`src/rtl/mips_pkg.sv`:
```
// rtl/mips_pkg.sv - shared pipeline types and constants for the memory stage
package mips_pkg;

  typedef enum logic {
    ST_IDLE = 1'b0,
    ST_WAIT = 1'b1
  } mem_state_e;

  localparam int WB_REGWRITE = 1;
  localparam int WB_MEMTOREG = 0;
  localparam int REG_ADDR_W  = 5;

endpackage

```
`src/rtl/mem_wb_latch.sv`:
```
// rtl/mem_wb_latch.sv - MEM/WB pipeline latch; bubble loads all-zero fields
module mem_wb_latch
  import mips_pkg::*;
#(
  parameter int DW = 32
) (
  input  logic                  clk,
  input  logic                  rst,
  input  logic                  bubble,
  input  logic [1:0]            wb_in,
  input  logic [DW-1:0]         rdata_in,
  input  logic [DW-1:0]         alu_in,
  input  logic [REG_ADDR_W-1:0] dest_in,
  output logic [1:0]            wb_out,
  output logic [DW-1:0]         rdata_out,
  output logic [DW-1:0]         alu_out,
  output logic [REG_ADDR_W-1:0] dest_out
);

  always_ff @(posedge clk) begin
    if (rst || bubble) begin
      wb_out    <= '0;
      rdata_out <= '0;
      alu_out   <= '0;
      dest_out  <= '0;
    end else begin
      wb_out    <= wb_in;
      rdata_out <= rdata_in;
      alu_out   <= alu_in;
      dest_out  <= dest_in;
    end
  end

endmodule

```
`src/rtl/mem_stage.sv`:
```
// rtl/mem_stage.sv - MIPS memory stage with req/ack data bus; optional MEM_STAGE_TIMEOUT_EN watchdog
module mem_stage
  import mips_pkg::*;
#(
  parameter int DW      = 32,
  parameter int TIMEOUT = 16
) (
  input  logic                  clk,
  input  logic                  rst,
  input  logic [1:0]            wb_in,
  input  logic                  branch,
  input  logic                  memread,
  input  logic                  memwrite,
  input  logic                  zero_in,
  input  logic [DW-1:0]         target_in,
  input  logic [DW-1:0]         addr_in,
  input  logic [DW-1:0]         wdata_in,
  input  logic [REG_ADDR_W-1:0] dest_in,
  output logic                  pcsrc,
  output logic [DW-1:0]         branch_target,
  output logic                  stall,
  output logic                  dmem_req,
  output logic                  dmem_we,
  output logic [DW-1:0]         dmem_addr,
  output logic [DW-1:0]         dmem_wdata,
  input  logic                  dmem_ack,
  input  logic [DW-1:0]         dmem_rdata,
  output logic [1:0]            wb_out,
  output logic [DW-1:0]         rdata_out,
  output logic [DW-1:0]         alu_out,
  output logic [REG_ADDR_W-1:0] dest_out,
  output logic                  bus_err
);

  mem_state_e    state_q, state_d;
  logic          memop;
  logic          timeout;
  logic          bubble;
  logic [1:0]    wb_lat;
  logic [DW-1:0] rdata_lat;

  assign memop         = memread | memwrite;
  assign pcsrc         = branch & zero_in;
  assign branch_target = target_in;

`ifdef MEM_STAGE_TIMEOUT_EN
  localparam int CW = $clog2(TIMEOUT + 1);
  logic [CW-1:0] wait_cnt;

  // Held at zero while idle so every access starts its count fresh.
  always_ff @(posedge clk) begin
    if (rst || state_q == ST_IDLE) begin
      wait_cnt <= '0;
    end else if (!dmem_ack) begin
      wait_cnt <= wait_cnt + 1'b1;
    end
  end

  assign timeout = (state_q == ST_WAIT) && !dmem_ack && (wait_cnt == CW'(TIMEOUT - 1));

  always_ff @(posedge clk) begin
    if (rst) begin
      bus_err <= 1'b0;
    end else begin
      bus_err <= timeout;
    end
  end
`else
  logic unused_timeout;
  assign unused_timeout = (TIMEOUT > 0);
  assign timeout        = 1'b0;
  assign bus_err        = 1'b0;
`endif

  always_ff @(posedge clk) begin
    if (rst) begin
      state_q <= ST_IDLE;
    end else begin
      state_q <= state_d;
    end
  end

  always_comb begin
    state_d = state_q;
    stall   = 1'b0;
    bubble  = 1'b1;
    case (state_q)
      ST_IDLE: begin
        if (memop) begin
          stall   = 1'b1;
          state_d = ST_WAIT;
        end else begin
          bubble = 1'b0;
        end
      end
      ST_WAIT: begin
        if (dmem_ack || timeout) begin
          bubble  = 1'b0;
          state_d = ST_IDLE;
        end else begin
          stall = 1'b1;
        end
      end
      default: state_d = ST_IDLE;
    endcase

    wb_lat = wb_in;
    if (timeout) begin
      wb_lat[WB_REGWRITE] = 1'b0;
    end
    // Load data only returns on an acked read; stores and aborts write back zero.
    rdata_lat = (state_q == ST_WAIT && dmem_ack && !dmem_we) ? dmem_rdata : '0;
  end

  always_ff @(posedge clk) begin
    if (rst) begin
      dmem_req   <= 1'b0;
      dmem_we    <= 1'b0;
      dmem_addr  <= '0;
      dmem_wdata <= '0;
    end else if (state_q == ST_IDLE && memop) begin
      dmem_req   <= 1'b1;
      dmem_we    <= memwrite;
      dmem_addr  <= addr_in;
      dmem_wdata <= wdata_in;
    end else if (state_q == ST_WAIT && (dmem_ack || timeout)) begin
      dmem_req <= 1'b0;
    end
  end

  mem_wb_latch #(.DW(DW)) u_mem_wb_latch (
    .clk       (clk),
    .rst       (rst),
    .bubble    (bubble),
    .wb_in     (wb_lat),
    .rdata_in  (rdata_lat),
    .alu_in    (addr_in),
    .dest_in   (dest_in),
    .wb_out    (wb_out),
    .rdata_out (rdata_out),
    .alu_out   (alu_out),
    .dest_out  (dest_out)
  );

endmodule

```
`config.mk`:
```
export PLATFORM = sky130hd
export DESIGN_NAME = mem_stage
export DESIGN_NICKNAME = d
export VERILOG_FILES = /design/src/rtl/mips_pkg.sv /design/src/rtl/mem_wb_latch.sv /design/src/rtl/mem_stage.sv
export SDC_FILE = /design/constraint.sdc
export NUM_CORES = 1
export LEC_CHECK = 0
export BUFFER_PORTS_ARGS = -buffer_cell sky130_fd_sc_hd__buf_2
export CORE_AREA = 2 2 122 124
export DETAILED_ROUTE_END_ITERATION = 12
export DIE_AREA = 0 0 124 126
export PLACE_DENSITY_LB_ADDON = 0.2
export SETUP_SLACK_MARGIN = 0.2
export SYNTH_ARGS = -nofsm -noshare
export SYNTH_HDL_FRONTEND = slang
export SYNTH_SLANG_ARGS = --single-unit
```
`constraint.sdc`:
```
create_clock -name clk -period 1.67 [get_ports clk]
set_input_delay 0 -clock clk [delete_from_list [all_inputs] [get_ports clk]]
set_output_delay 0 -clock clk [all_outputs]
set_load 0.03 [all_outputs]
```
==> flow_summary_export.csv <==
group,metric,value,unit
status,status,"finished clean",
setup_path,critical_path_buf_inv_count,3,
sta,fin_crit,1.418,ns
synthesis,postSynthAreaPerCell,9.419,sq um
setup_path,worst-setup-path-type,"input port to output port",
pwr,total_leakage_power,0.003601,uW
grt,grt_use_total,17.16,%
synthesis,synth_fp_nets,621,
pwr,power_density,1148,nW/um^2
setup_path,reg2reg_slack,0.27,ns
grt,grt_pass1_wl,20460,um
setup_path,startpoint_type,"input port",
setup_path,cp.required,1.67,ns
sta,finalClockSkew,0.007103,ns
pwr,comb_power_share,14.9,%
pwr,seqPwrFrac,41.9,%
synthesis,synthCells,479,
layout,syn_to_final_growth,62.87,%
floorplanning,die_area,15620,sq um
placed_design,post_dp_cell_area,5693,sq um
job,max_cap_violations,0,
drt,first_pass_iters,4,
sta,relSlewSlack,60.86,%
clock_network,cts.sinks,138,
grt,antenna_found_initial,0,
sta,rsz0062_at_grt,"no",
placed_design,place_congestion,0.7282,
pwr,p_int,6182,uW
drt,drt_first_iter_violations,147,
drt,drt-wirelength-per-cell,13.79,um
layout,fillers,1322,
floorplanning,num_rows,44,
floorplanning,die_h,126,um
pwr,swShare,26.74,%
setup_path,arrival,1.42,ns
sta,maxSlewViolCount,0,
placed_design,dp_hpwl,8984,um
drt,dr_total_vias,4268,
pwr,peakVddDrop,0.5575,mV
floorplanning,core-area,14310,sq um
worst_hold_path,hold_depth,0,
setup_path,r2r_end,"dmem_wdata[26]",
drt,avgViaCountPerCell,4.289,
pwr,power.share.clock,43.2,%
worst_hold_path,hold_class,"input port to output port",
synthesis,yosys_register_bits,138,
synthesis,syn_area,4512,sq um
sta,fmax,705.4,MHz
synthesis,yosysWarningCount,0,
grt,overflow,0,
setup_path,cp-end-kind,"output port",
worst_hold_path,worstHoldEndpoint,"branch_target[29]",
setup_path,cp_max_fo,4,
placed_design,numPortBuffers,248,
synthesis,synth_seq_area_share,61.23,%
clock_network,cts_root_buffer,"clkbuf_16",
drt,wirelength,13720,um
setup_path,r2r_start,"state_q",
synthesis,synth_cell_types,21,
sta,finalSetupTns,0,ns
drt,drc_errors,0,
grt,grt_max_degree,55,
floorplanning,initial_core_util,31.52,%
floorplanning,fp.dieW,124,um
setup_path,cp_slowest_cell,"dlygate4sd3_1",
clock_network,clk_latency,0.41,ns
drt,ant_nets,0,
setup_path,crit_path_max_incr_delay,0.54,ns
layout,antenna_cells,0,
sta,fin_crit_sh,84.89,%
sta,hold_viol,0,
sta,tightest_slew,0.5871,ns
clock_network,clk_path_buf_depth,2,
sta,setup-violations-final,0,
setup_path,crit_family,"buffers and inverters",
worst_hold_path,worstHoldStart,"target_in[29]",
layout,drive_gt1_share,36.25,%
floorplanning,pin_count,314,
setup_path,rr_worst_depth,5,
clock_network,cts_max_level,4,
grt,grt_pass1_vias,4283,
clock_network,cts_tree,"yes",
setup_path,worstPathCellList,"dlygate4sd3_1 -> buf_2 -> or3_4 -> and2_4 -> buf_6",
pwr,switchingPower,2257,uW
clock_network,cts_made_buffers,17,
layout,nNetsFinal,940,
layout,final_area,7348,sq um
==> synth_stat cells <==
cell type / instances / area [sq um]
buf_4: 33 / 247.7
dfxtp_1: 138 / 2763
a21oi_1: 66 / 330.3
o21ai_0: 1 / 5.000
inv_1: 1 / 3.750
clkbuf_2: 2 / 10.01
nor2b_1: 1 / 6.260
clkbuf_1: 9 / 33.78
nand2_1: 129 / 484.2
o21ba_2: 1 / 10.01
nor2_1: 1 / 3.750
buf_6: 2 / 22.52
and4bb_2: 1 / 12.51
buf_1: 2 / 7.510
a21oi_4: 1 / 16.27
and2_1: 73 / 456.7
or3_4: 1 / 11.26
buf_2: 14 / 70.07
nand2b_1: 1 / 6.260
o21bai_1: 1 / 7.510
conb_1: 1 / 3.750
==> how the worst max path moves through the flow <==
stage	from	to	slack, ns	depth (start not counted)
after floorplan	state_q	u_mem_wb_latch.alu_out[10]	0.41	5
after global placement	state_q	u_mem_wb_latch.dest_out[3]	0.37	4
after detailed placement	state_q	u_mem_wb_latch.wb_out[0]	0.34	4
after CTS	state_q	stall	0.23	3
after global routing	state_q	dmem_addr[7]	0.21	5
final	memwrite	stall	0.25	5
==> sequential cells by signal (all words and copies together) (netlist names) <==
| signal | count |
|---|---|
| u_mem_wb_latch.rdata_out | 32 |
| dmem_addr | 32 |
| state_q | 1 |
| u_mem_wb_latch.wb_out | 2 |
| u_mem_wb_latch.dest_out | 5 |
| dmem_wdata | 32 |
| dmem_req | 1 |
| dmem_we | 1 |
| u_mem_wb_latch.alu_out | 32 |
==> worst reg2reg max path: stages (launching register included) <==
cell and delay (ns):
dfxtp_2 0.32, buf_4 0.14, o21ba_2 0.27, buf_4 0.30
nand2_1 0.13, a21oi_1 0.16
==> final cells by class <==
cell class              instances  area, sq um  area share (%)
multi-input cells             278         1368           18.61
well taps                     184        230.2           3.133
inverters                       1        3.754         0.05108
clock buffers                  18        429.2           5.840
flip-flops and latches        138         2764           37.61
clock inverters                14        147.6           2.009
repair buffers                362         2406           32.74
==> kinds of logic after synthesis <==
family                 after synthesis  synth area share [%]
and+or+nand+nor                    207                 21.74
DFF                                138                 61.23
AOI/OAI and AO/OA                   70                 8.181
buffers and inverters               63                 8.763
other                                1               0.08311
==> routing by layer <==
| layer | vias to the layer above | GRT usage (%) | routed length [um] |
|---|---|---|---|
| li1 | 2101 | - | - |
| met1 | 1944 | 18.21 | 5540 |
| met2 | 201 | 29.06 | 6540 |
| met3 | 22 | 7.971 | 1388 |
| met4 | 0 | 7.204 | 250 |
| met5 | - | 0 | 0 |
==> cell usage in the layout, fill, tap and decap left out, types with 2 or more instances in the layout <==
| master | n |
|---|---|
| a21oi_1 | 66 |
| and2_1 | 72 |
| buf_12 | 3 |
| buf_2 | 247 |
| buf_4 | 5 |
| bufinv_16 | 2 |
| clkbuf_16 | 17 |
| clkinv_2 | 4 |
| clkinv_4 | 4 |
| clkinvlp_4 | 2 |
| dfxtp_1 | 137 |
| dlygate4sd3_1 | 106 |
| inv_6 | 2 |
| nand2_1 | 129 |
==> timing repair <==
item                                    in CTS  in global routing
buffers inserted                             1                  0
hold endpoints to repair                   137                  0
endpoints found under the setup margin       1                  1
hold buffers                               106                  0
resized for setup                            4                  0
pin swaps                                    0                  1
==> per-stage QoR <==
step / hold WS (ns) / power (uW) / util [%] / setup slack [ns] / instances
2_1_floorplan: 0.1217 / 4394 / - / 0.4094 / 479
3_3_place_gp: 0.0002048 / 4648 / 39.77 / 0.3712 / 856
3_5_place_dp: 0.0002048 / 4667 / 39.77 / 0.3379 / 856
4_1_cts: 0.0002048 / 8547 / 51.34 / 0.2284 / 995
5_1_grt: 0.00005150 / 8809 / 51.34 / 0.2070 / 995
6_report: 0.00003920 / 8439 / 51.34 / 0.2524 / 995
==> power groups by stage <==
stage | clock network (uW) | logic (uW) | registers, uW
CTS | 3750 | 1270 | 3540
detailed placement | 0 | 1060 | 3610
floorplan | 0 | 454 | 3940
global placement | 0 | 1050 | 3600
finish | 3650 | 1260 | 3530
global route | 3890 | 1360 | 3550
No activity file was read; power rests on OpenSTA's default activity.
